$ cat src/rtl/serial_byte_sender.sv
// Serial byte driver: accepts a parallel word and shifts it out LSB first on
// data_out, qualified by timed write_out strobes. Optional: SERIAL_BYTE_SENDER_COUNT_EN.
module serial_byte_sender #(
  parameter int DATA_WIDTH   = 8,
  parameter int SETUP_CYCLES = 1,
  parameter int HOLD_CYCLES  = 10,
  parameter int GAP_CYCLES   = 10
) (
  input  logic                  clock,
  input  logic                  reset,
  input  logic [DATA_WIDTH-1:0] byte_in,
  input  logic                  byte_valid_in,
  output logic                  byte_ready_out,
  input  logic                  status_in,
  output logic                  data_out,
  output logic                  write_out,
  output logic                  busy_out,
  output logic                  done_out,
  output logic [2:0]            state_dbg_out
`ifdef SERIAL_BYTE_SENDER_COUNT_EN
  ,
  output logic [15:0]           sent_count_out
`endif
);

  // Producer handshake: a word transfers on a rising clock edge where
  // byte_valid_in && byte_ready_out; byte_ready_out is high only in IDLE.

  typedef enum logic [2:0] {
    IDLE       = 3'd0,
    WAIT_READY = 3'd1,
    SETUP      = 3'd2,
    STROBE     = 3'd3,
    GAP        = 3'd4,
    DONE       = 3'd5
  } state_t;

  localparam int MAX_SH  = (SETUP_CYCLES > HOLD_CYCLES) ? SETUP_CYCLES : HOLD_CYCLES;
  localparam int MAX_CYC = (MAX_SH > GAP_CYCLES) ? MAX_SH : GAP_CYCLES;
  localparam int TW      = $clog2(MAX_CYC + 1);
  localparam int BW      = (DATA_WIDTH > 1) ? $clog2(DATA_WIDTH) : 1;

  localparam logic [TW-1:0] SETUP_LAST = TW'(SETUP_CYCLES - 1);
  localparam logic [TW-1:0] HOLD_LAST  = TW'(HOLD_CYCLES - 1);
  localparam logic [TW-1:0] GAP_LAST   = TW'(GAP_CYCLES - 1);
  localparam logic [BW-1:0] BIT_LAST   = BW'(DATA_WIDTH - 1);

  state_t                state_q, state_d;
  logic [DATA_WIDTH-1:0] shift_q, shift_d;
  logic [BW-1:0]         bit_cnt_q, bit_cnt_d;
  logic [TW-1:0]         tcnt_q, tcnt_d;
  logic                  ready_q, ready_d;
  logic                  data_q, data_d;
  logic                  write_q, write_d;
  logic                  busy_q, busy_d;
  logic                  done_q, done_d;
`ifdef SERIAL_BYTE_SENDER_COUNT_EN
  logic [15:0]           cnt_q, cnt_d;
`endif

  always_comb begin
    state_d   = state_q;
    shift_d   = shift_q;
    bit_cnt_d = bit_cnt_q;
    case (state_q)
      IDLE: begin
        if (byte_valid_in && ready_q) begin
          shift_d   = byte_in;
          bit_cnt_d = '0;
          state_d   = WAIT_READY;
        end
      end
      WAIT_READY: if (status_in) state_d = SETUP;
      SETUP:      if (tcnt_q == SETUP_LAST) state_d = STROBE;
      STROBE:     if (tcnt_q == HOLD_LAST) state_d = GAP;
      GAP: begin
        if (tcnt_q == GAP_LAST) begin
          if (bit_cnt_q == BIT_LAST) begin
            state_d = DONE;
          end else begin
            shift_d   = shift_q >> 1;
            bit_cnt_d = bit_cnt_q + BW'(1);
            state_d   = SETUP;
          end
        end
      end
      DONE:    state_d = IDLE;
      default: state_d = IDLE;
    endcase

    // Timing counter only runs inside the timed phases and restarts on every state entry.
    if (state_d != state_q || state_q == IDLE || state_q == WAIT_READY || state_q == DONE)
      tcnt_d = '0;
    else
      tcnt_d = tcnt_q + TW'(1);

    ready_d = (state_d == IDLE);
    busy_d  = (state_d == WAIT_READY) || (state_d == SETUP) ||
              (state_d == STROBE) || (state_d == GAP);
    write_d = (state_d == STROBE);
    done_d  = (state_d == DONE);

    data_d = data_q;
    if (state_d == SETUP && state_q != SETUP) data_d = shift_d[0];

`ifdef SERIAL_BYTE_SENDER_COUNT_EN
    cnt_d = (state_q == DONE) ? cnt_q + 16'd1 : cnt_q;
`endif
  end

  always_ff @(posedge clock) begin
    if (reset) begin
      state_q   <= IDLE;
      shift_q   <= '0;
      bit_cnt_q <= '0;
      tcnt_q    <= '0;
      ready_q   <= 1'b1;
      data_q    <= 1'b0;
      write_q   <= 1'b0;
      busy_q    <= 1'b0;
      done_q    <= 1'b0;
`ifdef SERIAL_BYTE_SENDER_COUNT_EN
      cnt_q     <= 16'd0;
`endif
    end else begin
      state_q   <= state_d;
      shift_q   <= shift_d;
      bit_cnt_q <= bit_cnt_d;
      tcnt_q    <= tcnt_d;
      ready_q   <= ready_d;
      data_q    <= data_d;
      write_q   <= write_d;
      busy_q    <= busy_d;
      done_q    <= done_d;
`ifdef SERIAL_BYTE_SENDER_COUNT_EN
      cnt_q     <= cnt_d;
`endif
    end
  end

  assign byte_ready_out = ready_q;
  assign data_out       = data_q;
  assign write_out      = write_q;
  assign busy_out       = busy_q;
  assign done_out       = done_q;
  assign state_dbg_out  = state_q;
`ifdef SERIAL_BYTE_SENDER_COUNT_EN
  assign sent_count_out = cnt_q;
`endif

endmodule

$ cat config.mk
export PLATFORM = sky130hd
export DESIGN_NAME = serial_byte_sender
export DESIGN_NICKNAME = d
export VERILOG_FILES = /design/src/rtl/serial_byte_sender.sv
export SDC_FILE = /design/constraint.sdc
export NUM_CORES = 1
export LEC_CHECK = 0
export ABC_AREA = 1
export CAP_MARGIN = 10
export CORE_UTILIZATION = 40
export CTS_BUF_LIST = sky130_fd_sc_hd__clkbuf_4 sky130_fd_sc_hd__clkbuf_8
export CTS_CLUSTER_SIZE = 24
export DETAILED_ROUTE_END_ITERATION = 8
export SLEW_MARGIN = 25
export SYNTH_ARGS = -nofsm -noshare
export SYNTH_HDL_FRONTEND = slang
export SYNTH_SLANG_ARGS = --single-unit
$ cat constraint.sdc
create_clock -name clock -period 2.8 [get_ports clock]
set_input_delay 0.56 -clock clock [delete_from_list [all_inputs] [get_ports clock]]
set_output_delay 0.56 -clock clock [all_outputs]
set_load 0.1 [all_outputs]
==> metrics.yaml <==
cts:
  holdBufCountCts: 0
  clock_sinks: 23
  cts_tree: "yes"
  cts_setup_buffers: 0
  htreeDepth: 1
  clock_tree.buffer_depth: 2
  cts.reportedPaths.clkPinSlew_ns: 0.12
  clk-insertion-delay-late_ns: 0.31
  postCtsResizedCells: 0
  cts_buffers: 3
  cts_root_buffer: "sky130_fd_sc_hd__clkbuf_4"
placed_design:
  place.gp.congestion: 0.838
  port_buffer_cells: 19
  detailedPlacementHpwl_mm: 1.79
  pre_cts_ws_ns: 0.838
drt:
  detailedRoute.firstIterationViolations: 23
  detailedRoute.firstPassIterationCount: 4
  postRouteAntennaNets: 0
  via_count: 1065
  finalWirelength_mm: 2.46
  detail_route.wl_per_cell_um: 11.9
  vias_per_cell: 5.14
  drt_drc_violations_left: 0
pwr:
  worst_ir_drop_on_vdd_v: 0.000611
  power_leakage_nw: 0.593
  power.density_cell_area_nw_per_um2: 651
sta:
  maximum_clock_frequency_mhz: 576
  report.final.slew_viol_count: 0
  timing.final.ws_setup_ns: 1.06
  totalNegativeSetupSlack_ns: 0
  layout_min_cycle_time_ns: 1.74
  setup_violations: 0
  layout_worst_path_cycle_share_pct: 62.0
  final-hold-violation-count: 0
  timing.hold.ws_ns: 0.477
  final.setup_skew_ns: 0.00642
  slew_headroom_pct: 66.5
  worst_slew_pin_slew_ns: 0.501
  setup_repair_after_global_routing_missed_its_margin: "false"
global_route:
  vias_in_the_first_global_route: 1020
  grt_start_max_net_pins: 16
  grt_usage_pct: 17.4
  grt_antenna_before_repair: 0
  grt_pass1_wl_mm: 4.33
  grt_overflow_total: 0
flow_run:
  maxCapViolCount: 0
setup_path:
  timing.critical_path.slowest_stage_cell: "sky130_fd_sc_hd__dfxtp_1"
  timing.reg2reg.worst_path_depth: 10
  timing.critical_path.fanout_max: 8
  crit_type: "reg2reg"
  setup.worst_path.end_class: "flip-flop"
  worst_ep_arrival_time_ns: 1.96
  critical_path_required_ns: 3.02
  startpoint_types: "flip-flop"
  critical_path.cell_chain: "ha_1 -> ha_1 -> inv_1 -> nand2_2 -> nand3_2 -> nand3_2 -> inv_1 -> nand3_1 -> nand2_1 -> nor2_1"
  max_stage_delay_ns: 0.35
  path_delay_family: "simple AND/OR/NAND/NOR gates"
  worstPathBufferInverterCount: 2
  worst-path-stages: 10
yosys:
  postSynthAreaPerCell_sq_um: 7.45
  yosysWarningCount: 0
  postSynth.asyncResetShare_pct: 0
  synthesis.area_sq_um: 1150
  seq_area_frac_synth_pct: 39.9
  cell_taking_the_most_area_after_synthesis: "sky130_fd_sc_hd__dfxtp_1"
  synth.distinct_cells: 25
  syn-instance-count: 155
  synth-seq-cells: 23
  synth_nets: 173
  synthMostInstantiatedCell: "sky130_fd_sc_hd__nand2_1"
  synth_top_cell_area_share_pct: 39.9
  yosys-top-cells-area: "sky130_fd_sc_hd__dfxtp_1, sky130_fd_sc_hd__nand2_1, sky130_fd_sc_hd__ha_1, sky130_fd_sc_hd__nor2_1, sky130_fd_sc_hd__inv_1"
  synth_edf_count: 0
  ys_dominant_reg_cell: "sky130_fd_sc_hd__dfxtp_1"
  synth.cells.most_frequent: "sky130_fd_sc_hd__nand2_1, sky130_fd_sc_hd__dfxtp_1, sky130_fd_sc_hd__nor2_1"
finish:
  n_antenna_cell: 0
  filler_cell_count: 286
  num-nets-final: 195
  layout-area-overhead-vs-synth_pct: 19.7
  layout_cell_share_with_drive_strength_beyond_1_pct: 16.5
floorplan:
  initial_utilization_pct: 42.2
  placementRows: 19
  core_region_area_sq_um: 2730
  fp.dieH_um: 55.7
  fp.dieArea_sq_um: 3110
  design.portCount: 20
  dieWidth_um: 55.7
status:
  outcome: "complete, no violations"
hold_path:
  hp-class: "reg2reg"
  hold-path-cell-count: 2
-- power breakdown --
| group | switching [mW] | internal [mW] |
|---|---|---|
| sequential | 0.0253 | 0.365 |
| combinational | 0.256 | 0.0923 |
| clock | 0.0961 | 0.0652 |
-- per-stage QoR --
step	total power, mW	utilization (%)	std cells	cell area, sq um
global placement	0.741	49.5	203	1350
detailed placement	0.744	49.5	203	1350
CTS	0.908	50.6	207	1380
floorplan	0.665	-	155	1150
global route	0.956	50.6	207	1380
finish	0.899	50.6	207	1380
-- placed cells by master (no fill, tap or decap), types with 2 or more instances in the layout --
cell / netlist / final
sky130_fd_sc_hd__a21oi_1: 6 / 6
sky130_fd_sc_hd__a31oi_1: 6 / 6
sky130_fd_sc_hd__buf_4: 2 / 9
sky130_fd_sc_hd__clkbuf_4: 0 / 4
sky130_fd_sc_hd__clkdlybuf4s50_1: 0 / 11
sky130_fd_sc_hd__dfxtp_1: 23 / 23
sky130_fd_sc_hd__ha_1: 6 / 6
sky130_fd_sc_hd__inv_1: 15 / 15
sky130_fd_sc_hd__inv_2: 3 / 3
sky130_fd_sc_hd__nand2_1: 39 / 39
sky130_fd_sc_hd__nand2_2: 2 / 2
sky130_fd_sc_hd__nand3_1: 6 / 6
sky130_fd_sc_hd__nand3_2: 5 / 5
sky130_fd_sc_hd__nand3b_1: 2 / 2
sky130_fd_sc_hd__nand4_1: 7 / 7
sky130_fd_sc_hd__nor2_1: 20 / 20
sky130_fd_sc_hd__nor2_2: 3 / 3
-- path summary, 6_finish.rpt --
kind / slack [ns] / startpoint / end
setup / recovery: 1.06 / bit_cnt_q[0]$_SDFFE_PP0P_ / busy_out$_SDFF_PP0_
setup reg to reg: 1.06 / bit_cnt_q[0]$_SDFFE_PP0P_ / busy_out$_SDFF_PP0_
hold / removal: 0.48 / shift_q[7]$_SDFFE_PP0P_ / shift_q[7]$_SDFFE_PP0P_
hold reg to reg: 0.48 / shift_q[7]$_SDFFE_PP0P_ / shift_q[7]$_SDFFE_PP0P_
-- cells by family (layout without fill, tap and decap cells) --
group / after synthesis / after routing / synth area share, %
AND/OR/NAND/NOR: 87 / 87 / 35.9
buffers and inverters: 21 / 42 / 7.47
AO/OA/AOI/OAI: 16 / 16 / 8.78
flip-flops: 23 / 23 / 39.9
XOR/XNOR: 2 / 2 / 1.52
adder cells (fa/ha/maj): 6 / 6 / 6.50
-- worst min-delay path, stage by stage (launching register included) --
cell and delay [ns]:
sky130_fd_sc_hd__dfxtp_1 0.33, sky130_fd_sc_hd__nand2_1 0.06, sky130_fd_sc_hd__a21oi_1 0.05
-- layout make-up --
| class | instances | area [sq um] | share of cell area (%) |
|---|---|---|---|
| multi-input cells | 111 | 608 | 44.0 |
| flip-flops and latches | 23 | 460 | 33.3 |
| repair buffers | 20 | 178 | 12.9 |
| inverters | 18 | 67.6 | 4.89 |
| well taps | 31 | 38.8 | 2.81 |
| clock buffers | 4 | 30.0 | 2.17 |
-- layer usage --
layer	wire, um	GRT usage (%)	vias to the layer above
met4	31	7.50	0
li1	-	-	545
met1	1120	19.6	492
met3	101	3.02	4
met2	1210	32.0	24
met5	0	0	-
-- registers in the layout, summed over array words and instances (netlist names) --
register / cells
shift_q: 8
tcnt_q: 4
bit_cnt_q: 3
state_dbg_out: 3
busy_out: 1
byte_ready_out: 1
data_out: 1
done_out: 1
write_out: 1
No activity file was read; power rests on OpenSTA's default activity.
